### src/rtl/approximate_error_recovery_if.sv
// Handshake bundle between the approximate-adder checker and its producer/consumer.
// The producer/consumer side uses master; the recovery block uses slave.
interface approximate_error_recovery_if #(
   parameter int WIDTH = 8,
   parameter int CNT_W = $clog2(WIDTH + 2)
);
   logic             in_valid;
   logic             in_ready;
   logic [WIDTH-1:0] a;
   logic [WIDTH-1:0] b;
   logic             out_valid;
   logic             out_ready;
   logic [WIDTH:0]   exact_sum;
   logic [WIDTH-1:0] approx_sum;
   logic [WIDTH-1:0] err_dist;
   logic             err_flag;
   logic [CNT_W-1:0] iter_cnt;

   modport master (
      output in_valid, a, b, out_ready,
      input  in_ready, out_valid, exact_sum, approx_sum, err_dist, err_flag, iter_cnt
   );

   modport slave (
      input  in_valid, a, b, out_ready,
      output in_ready, out_valid, exact_sum, approx_sum, err_dist, err_flag, iter_cnt
   );
endinterface

### src/rtl/approximate_error_recovery.sv
// Recovers the exact sum A+B from the OR-approximation S'=A|B and the dropped
// carries E=A&B by iterative carry propagation; also reports the error distance.
module approximate_error_recovery #(
   parameter int WIDTH = 8,
   parameter int CNT_W = $clog2(WIDTH + 2)
) (
   input  logic                         clk,
   input  logic                         rst,
   approximate_error_recovery_if.slave  bus
);

   typedef enum logic [1:0] {IDLE, ITER, DONE} state_t;

   state_t           state;
   state_t           state_nxt;
   logic [WIDTH:0]   s_reg;
   logic [WIDTH:0]   e_reg;
   logic [WIDTH:0]   s_xor;
   logic [WIDTH:0]   e_nxt;
   logic [WIDTH-1:0] and_ab;
   logic [WIDTH-1:0] or_ab;
   logic [WIDTH:0]   exact_reg;
   logic [WIDTH-1:0] approx_reg;
   logic [WIDTH-1:0] err_reg;
   logic             flag_reg;
   logic [CNT_W-1:0] iter_reg;

   assign and_ab = bus.a & bus.b;
   assign or_ab  = bus.a | bus.b;
   assign s_xor  = s_reg ^ e_reg;
   // S+E is invariant across a round; the carry out of the top bit is dropped
   // because the true sum always fits in WIDTH+1 bits.
   assign e_nxt  = (s_reg & e_reg) << 1;

   always_ff @(posedge clk or posedge rst) begin
      if (rst) state <= IDLE;
      else     state <= state_nxt;
   end

   always_comb begin
      state_nxt = state;
      case (state)
         IDLE: if (bus.in_valid) state_nxt = (and_ab == '0) ? DONE : ITER;
         ITER: if (e_nxt == '0) state_nxt = DONE;
         DONE: if (bus.out_ready) state_nxt = IDLE;
         default: state_nxt = IDLE;
      endcase
   end

   always_ff @(posedge clk or posedge rst) begin
      if (rst) begin
         s_reg      <= '0;
         e_reg      <= '0;
         exact_reg  <= '0;
         approx_reg <= '0;
         err_reg    <= '0;
         flag_reg   <= 1'b0;
         iter_reg   <= '0;
      end else begin
         case (state)
            IDLE: begin
               if (bus.in_valid) begin
                  s_reg      <= {1'b0, or_ab};
                  e_reg      <= {1'b0, and_ab};
                  approx_reg <= or_ab;
                  err_reg    <= and_ab;
                  flag_reg   <= |and_ab;
                  iter_reg   <= '0;
                  if (and_ab == '0) exact_reg <= {1'b0, or_ab};
               end
            end
            ITER: begin
               s_reg    <= s_xor;
               e_reg    <= e_nxt;
               iter_reg <= iter_reg + CNT_W'(1);
               if (e_nxt == '0) exact_reg <= s_xor;
            end
            default: begin
            end
         endcase
      end
   end

   assign bus.in_ready   = (state == IDLE);
   assign bus.out_valid  = (state == DONE);
   assign bus.exact_sum  = exact_reg;
   assign bus.approx_sum = approx_reg;
   assign bus.err_dist   = err_reg;
   assign bus.err_flag   = flag_reg;
   assign bus.iter_cnt   = iter_reg;

endmodule

### src/flat_wrapper.sv
// flat-port wrapper written by rule: the top's interface ports become plain ports
module approximate_error_recovery_flat 
#(
   parameter int WIDTH = 8,
   parameter int CNT_W = $clog2(WIDTH + 2)
)
  (clk, rst, bus_in_valid, bus_a, bus_b, bus_out_ready, bus_in_ready, bus_out_valid, bus_exact_sum, bus_approx_sum, bus_err_dist, bus_err_flag, bus_iter_cnt);
  approximate_error_recovery_if #(.WIDTH(WIDTH), .CNT_W(CNT_W)) bus_i ();
  input  logic clk;
  input  logic rst;
  input wire logic [$bits(bus_i.in_valid)-1:0] bus_in_valid;
  input wire logic [$bits(bus_i.a)-1:0] bus_a;
  input wire logic [$bits(bus_i.b)-1:0] bus_b;
  input wire logic [$bits(bus_i.out_ready)-1:0] bus_out_ready;
  output wire logic [$bits(bus_i.in_ready)-1:0] bus_in_ready;
  output wire logic [$bits(bus_i.out_valid)-1:0] bus_out_valid;
  output wire logic [$bits(bus_i.exact_sum)-1:0] bus_exact_sum;
  output wire logic [$bits(bus_i.approx_sum)-1:0] bus_approx_sum;
  output wire logic [$bits(bus_i.err_dist)-1:0] bus_err_dist;
  output wire logic [$bits(bus_i.err_flag)-1:0] bus_err_flag;
  output wire logic [$bits(bus_i.iter_cnt)-1:0] bus_iter_cnt;
  assign bus_i.in_valid = bus_in_valid;
  assign bus_i.a = bus_a;
  assign bus_i.b = bus_b;
  assign bus_i.out_ready = bus_out_ready;
  assign bus_in_ready = bus_i.in_ready;
  assign bus_out_valid = bus_i.out_valid;
  assign bus_exact_sum = bus_i.exact_sum;
  assign bus_approx_sum = bus_i.approx_sum;
  assign bus_err_dist = bus_i.err_dist;
  assign bus_err_flag = bus_i.err_flag;
  assign bus_iter_cnt = bus_i.iter_cnt;
  approximate_error_recovery #(.WIDTH(WIDTH), .CNT_W(CNT_W)) u_core (.clk(clk), .rst(rst), .bus(bus_i));
endmodule
### config.mk
export PLATFORM = sky130hd
export DESIGN_NAME = approximate_error_recovery_flat
export DESIGN_NICKNAME = d
export VERILOG_FILES = /design/src/rtl/approximate_error_recovery_if.sv /design/src/rtl/approximate_error_recovery.sv /design/src/flat_wrapper.sv
export SDC_FILE = /design/constraint.sdc
export NUM_CORES = 1
export LEC_CHECK = 0
export ABC_AREA = 1
export CAP_MARGIN = 20
export CORE_UTILIZATION = 25
export DETAILED_ROUTE_END_ITERATION = 10
export GPL_TIMING_DRIVEN = 0
export PLACE_DENSITY = 0.56
export SYNTH_ARGS = -nofsm -noshare
export SYNTH_HDL_FRONTEND = slang
export SYNTH_SLANG_ARGS = --single-unit
### constraint.sdc
create_clock -name clk -period 3.27 [get_ports clk]
set_clock_uncertainty 0.2 [all_clocks]
set_input_delay 0.654 -clock clk [delete_from_list [all_inputs] [get_ports clk]]
set_output_delay 0.654 -clock clk [all_outputs]
set_load 0.05 [all_outputs]
---- Word level (Yosys, flattened, before mapping) ----
Index checks and enable logic that the tools add are counted.
word-level totals
  register bits ........................... 50
  bits in read-only memories .............. 0
  bits in latches ......................... 0
  memories ................................ 0
  word-level logic and storage cells ...... 43
  output and inout port bits .............. 32
  RAM bits ................................ 0
cells by class
  add/sub/neg operators ................... 1
  bitwise logic cells ..................... 4
  shift-type cells ........................ 0
  order comparisons ....................... 0
  mux-type cells .......................... 15
  reduce and logical (&&, ||, !) cells .... 9
  multiply operators ...................... 0
  equal/unequal tests ..................... 6
  div/mod/pow operators ................... 0
operators with widths
  kind                   count
  $pmux W9 S2            3
  $mux W9                5
  $and A8 B8 Y8          2
  $logic_not A9 Y1       1
  $xor A9 B9 Y9          1
  $logic_not A8 Y1       1
  $mux W2                4
  $or A8 B8 Y8           1
  $pmux W4 S2            1
  $reduce_or A8 Y1       1
  $pmux W2 S3            1
  $add A4 B1 Y4 const B  1
  $mux W4                1
  $ne A2 B1 Y1 const B   2
  $ne A2 B2 Y1 const B   2
  $reduce_and A2 Y1      2
  $reduce_and A4 Y1      1
  $reduce_and A3 Y1      1
  $eq A2 B1 Y1 const B   1
  $eq A2 B2 Y1 const B   1
  $logic_not A2 Y1       1
  $reduce_bool A2 Y1     1

---- Depth between registers and ports, before layout ----
  depth after elaboration ................. 5
  gate-level depth with buffers ........... 8

---- Worst setup path before layout ----
OpenSTA, ideal clock, no wires.
  path kind ............................... register -> output
  start ................................... register u_core.state[1]
  end ..................................... output port bus_out_valid
  arrival time ............................ 1.138 ns
  cell stages (with the launch flop) ...... 3
  path buffers ............................ 0
  data required time ...................... 2.416 ns
  setup slack ............................. 1.278 ns
  cell sequence ........................... dfrtp_1 -> inv_1 -> nor2_1
between the ends
  word-level cells in the longest chain between the ends .. 1
RTL lines
  element                 RTL line                          text
  from (decl)             approximate_error_recovery.sv:14  state_t state;
  from (signal assigned)  approximate_error_recovery.sv:37  else state <= state_nxt;
  $eq A2 B2 Y1            approximate_error_recovery.sv:85  assign bus.out_valid = (state == DONE);
  to (decl)               flat_wrapper.sv:16                output wire logic [$bits(bus_i.out_valid)-1:0] bus_out_valid;
Every way passes these cells.

---- Worst setup path after layout ----
Same ends and word-level chain as after synthesis.

==> metrics.md <==
| Metric | Value |
|---|---|
| TritonCTS Buffers | 5 |
| Critical path fanouts, max | 2 |
| Worst-path clk slew | ~0.09 ns |
| Final setup fails | 0 |
| Post-synthesis adder-cell area fraction | under 10% |
| Design area | 0.00326 sq mm |
| Port bufs | 51 |
| Final WS setup | 0.648 ns |
| DP HPWL | around 4.4 mm |
| Core Area | between 0.009 and 0.01 sq mm |
| Routability cong. | between 0.7 and 0.8 |
| Metal2 WL | 2.81 mm |
| #FFs+latches synth | 50 |
| Layout cell share with drive strength beyond 1 | 11.4% |
| Clk Latency, worst-skew pair | 0.31 ns |
| Clk sinks | 50 |
| Starting density of the core | about a quarter |
| Worst stage delay on the critical path | 0.83 ns |
| DRT Pass-1 Iters | 4 |
| Synth Area in Simple Gates | a little under a third |
| XOR/XNOR Fraction of Synth Area | less than 1% |
| Post-synthesis compound-gate area fraction | about 7.1% |
| Peak supply drop | 0.000315 V |
| Pwr/cell area | about 1200 mW/mm^2 |
| Post-synth top cells | nand2_1 (137), dfrtp_1 (50), o21ai_0 (17) |
| Slowest cell on crit path | clkdlybuf4s50_1 |
| P&R area growth vs syn | 34.4% |
| Pin count of the biggest net entering global routing | 39 |
| H-tree levels | 2 |
| Net count after synthesis | just over 300 |
| Die area | 0.0101 sq mm |
| Metal-1 WL | 2.83 mm |
| First-pass GRT wire length | 9.85 mm |
| Synth unique cells | 24 |
| Die Width | 100 um |
| EDFF count, synth | 0 |
| Synth Warn # | 0 |
| Synth area leader | dfrtp_1 |
| Iteration-0 DRC Markers | about 130 |
| Vias | 2026 |
| Multiplexer share of the synthesized area | 0% |
| I/O Pins | 52 |
| Placed Instances | approximately 460 |
| Most common flop cell mapped by yosys | dfrtp_1 |
| Final nets | ~370 |
| Largest family of logic cells by synthesized area | simple AND/OR/NAND/NOR gates |
| Most numerous cell in the Yosys netlist | nand2_1 |
| Initial antenna violation count | 0 |
| Die height | 100 um |
| Setup total negative slack | 0 ns |
| Max-slew violations | 0 |
| Post-synth ARST share | 100% |
| Cell Rows | 35 |
| Status | complete, no violations |
| Post-place setup slack | 0.910 ns |
| Detail Route Antenna Nets | 0 |
| Ant diodes | 0 |
| Tmin final | 2.62 ns |
| Worst EP required | roughly 2.4 ns |
| Ranking of synthesized cells by area | dfrtp_1 (52%), nand2_1 (21%), ha_1 (4.6%), o21ai_0 (3.5%), nand4_1 (2.3%) |
| Final period util | 80.2% |
| Top sig layer | met4 |
| WL final | 5.98 mm |
| RSZ-0062 raised after global routing | false |
| Final Hold Viols | 0 |
| Post-cts gate resize count | 0 |
| Max_slew headroom | between 60% and 70% |
| Per-cell routed wire length | about 13 um |
| Hold bufs inserted after CTS | 0 |
| Vias in the first global route | 1935 |
| Mapped cell area | 0.00242 sq mm |
| Post-synthesis area per instance | 8.63 sq um |
| Grt total ovfl | 0 |
| Pin slew with the least headroom to its limit | 0.510 ns |
| TritonCTS clock tree | done |
| Drt drc | 0 |
| Post-synth top area share | between 50% and 60% |
| GRT Total Usage | 12.7% |
| Post-CTS Setup Bufs | 0 |
| Max cap viols | 0 |
| Critical Path, Cell by Cell | inv_1, nor2_1, clkdlybuf4s50_1 |
| Root cell of the clock tree | clkbuf_8 |
| CTS Buffer Depth | 2 |
| Total power | between 3 and 4 mW |
| Critical path capture point type | primary output |
| Worst Hold Class | reg2reg |
| Layout Cells excl Fill | between 400 and 500 |
| Arrival time worst endpoint | between 1.5 and 2 ns |
| Routed wl met3 | 274 um |
| Mapped Cells | 281 |
| Pleak | 1.59 nW |
| DR vias/cell | 4.31 |
| Sequential area share after synthesis | 51.6% |
| Startpoint type of the worst setup path | register |
| Maximum clock frequency | 381 MHz |
| CP Class | reg2out |
| Placed inst area | ~0.0031 sq mm |
[power by group]
group	internal, mW	switching, mW	total, mW
Sequential	0.921	0.182	1.10
Clock	0.326	0.210	0.536
Combinational	0.792	1.49	2.28
Total	2.04	1.88	3.92
[metal layers]
| layer | GRT usage, % | vias up |
|---|---|---|
| li1 | - | 1015 |
| met1 | 16.8 | 955 |
| met2 | 20.6 | 48 |
| met3 | 3.12 | 8 |
| met4 | 3.68 | 0 |
| met5 | 0 | - |
[cells in the final DEF (no fill, tap or decap), types with 2 or more instances in the layout]
cell	synthesis	final
nand2_1	137	137
clkdlybuf4s50_1	0	51
dfrtp_1	50	50
o21ai_0	17	17
nor2_1	10	10
o21ai_1	10	10
nand4_1	9	9
ha_1	9	9
or2_2	8	8
clkbuf_8	0	6
buf_6	4	4
buf_4	4	4
inv_1	4	3
nand2_4	3	3
buf_12	2	3
inv_2	2	3
a21oi_1	2	2
a22o_1	2	2
bufinv_16	0	2
[worst max-delay path: cells and delay by family (launching register included)]
family | cells | cell delay (ns)
buffers and inverters | 2 | 0.92
AND/OR/NAND/NOR | 1 | 0.14
flip-flops | 1 | 0.40
[per-stage QoR]
stage          hold slack (ns)  utilization (%)
3_3_place_gp             0.261             33.2
2_1_floorplan            0.253                -
5_1_grt                  0.313             34.9
6_report                 0.281             34.9
4_1_cts                  0.288             34.9
3_5_place_dp             0.265             33.4
[kinds of logic after synthesis]
kind of cell,Yosys count
xor+xnor,1
compound gates,32
fa+ha+maj,9
flops,50
buf+inv,18
simple gates,171
[final cells by class]
| cell class | instances | area (sq um) |
|---|---|---|
| tap | 129 | 161 |
| multi-input combinational | 213 | 1020 |
| fill | 992 | 6070 |
| clock inverter | 2 | 60.1 |
| inverter | 7 | 28.8 |
| clock buffer | 6 | 82.6 |
| sequential | 50 | 1250 |
| buffer | 11 | 120 |
| timing repair buffer | 52 | 531 |
[path summary, 6_finish.rpt]
path,end,slack [ns],cells after the start,from
max,bus_out_valid,0.65,3,u_core.state[1]$_DFFE_PP0P_
min,u_core.bus.exact_sum[3]$_DFFE_PP0P_,0.28,2,u_core.bus.exact_sum[3]$_DFFE_PP0P_
max reg2reg,u_core.bus.exact_sum[7]$_DFFE_PP0P_,1.60,7,u_core.e_reg[1]$_DFFE_PP0P_
min reg2reg,u_core.bus.exact_sum[3]$_DFFE_PP0P_,0.28,2,u_core.bus.exact_sum[3]$_DFFE_PP0P_
max in group asynchronous,u_core.bus.err_dist[3]$_DFFE_PP0P_,1.96,3,rst
min in group asynchronous,u_core.bus.err_flag$_DFFE_PP0P_,0.41,2,rst
(Power assumes the default switching activity.)
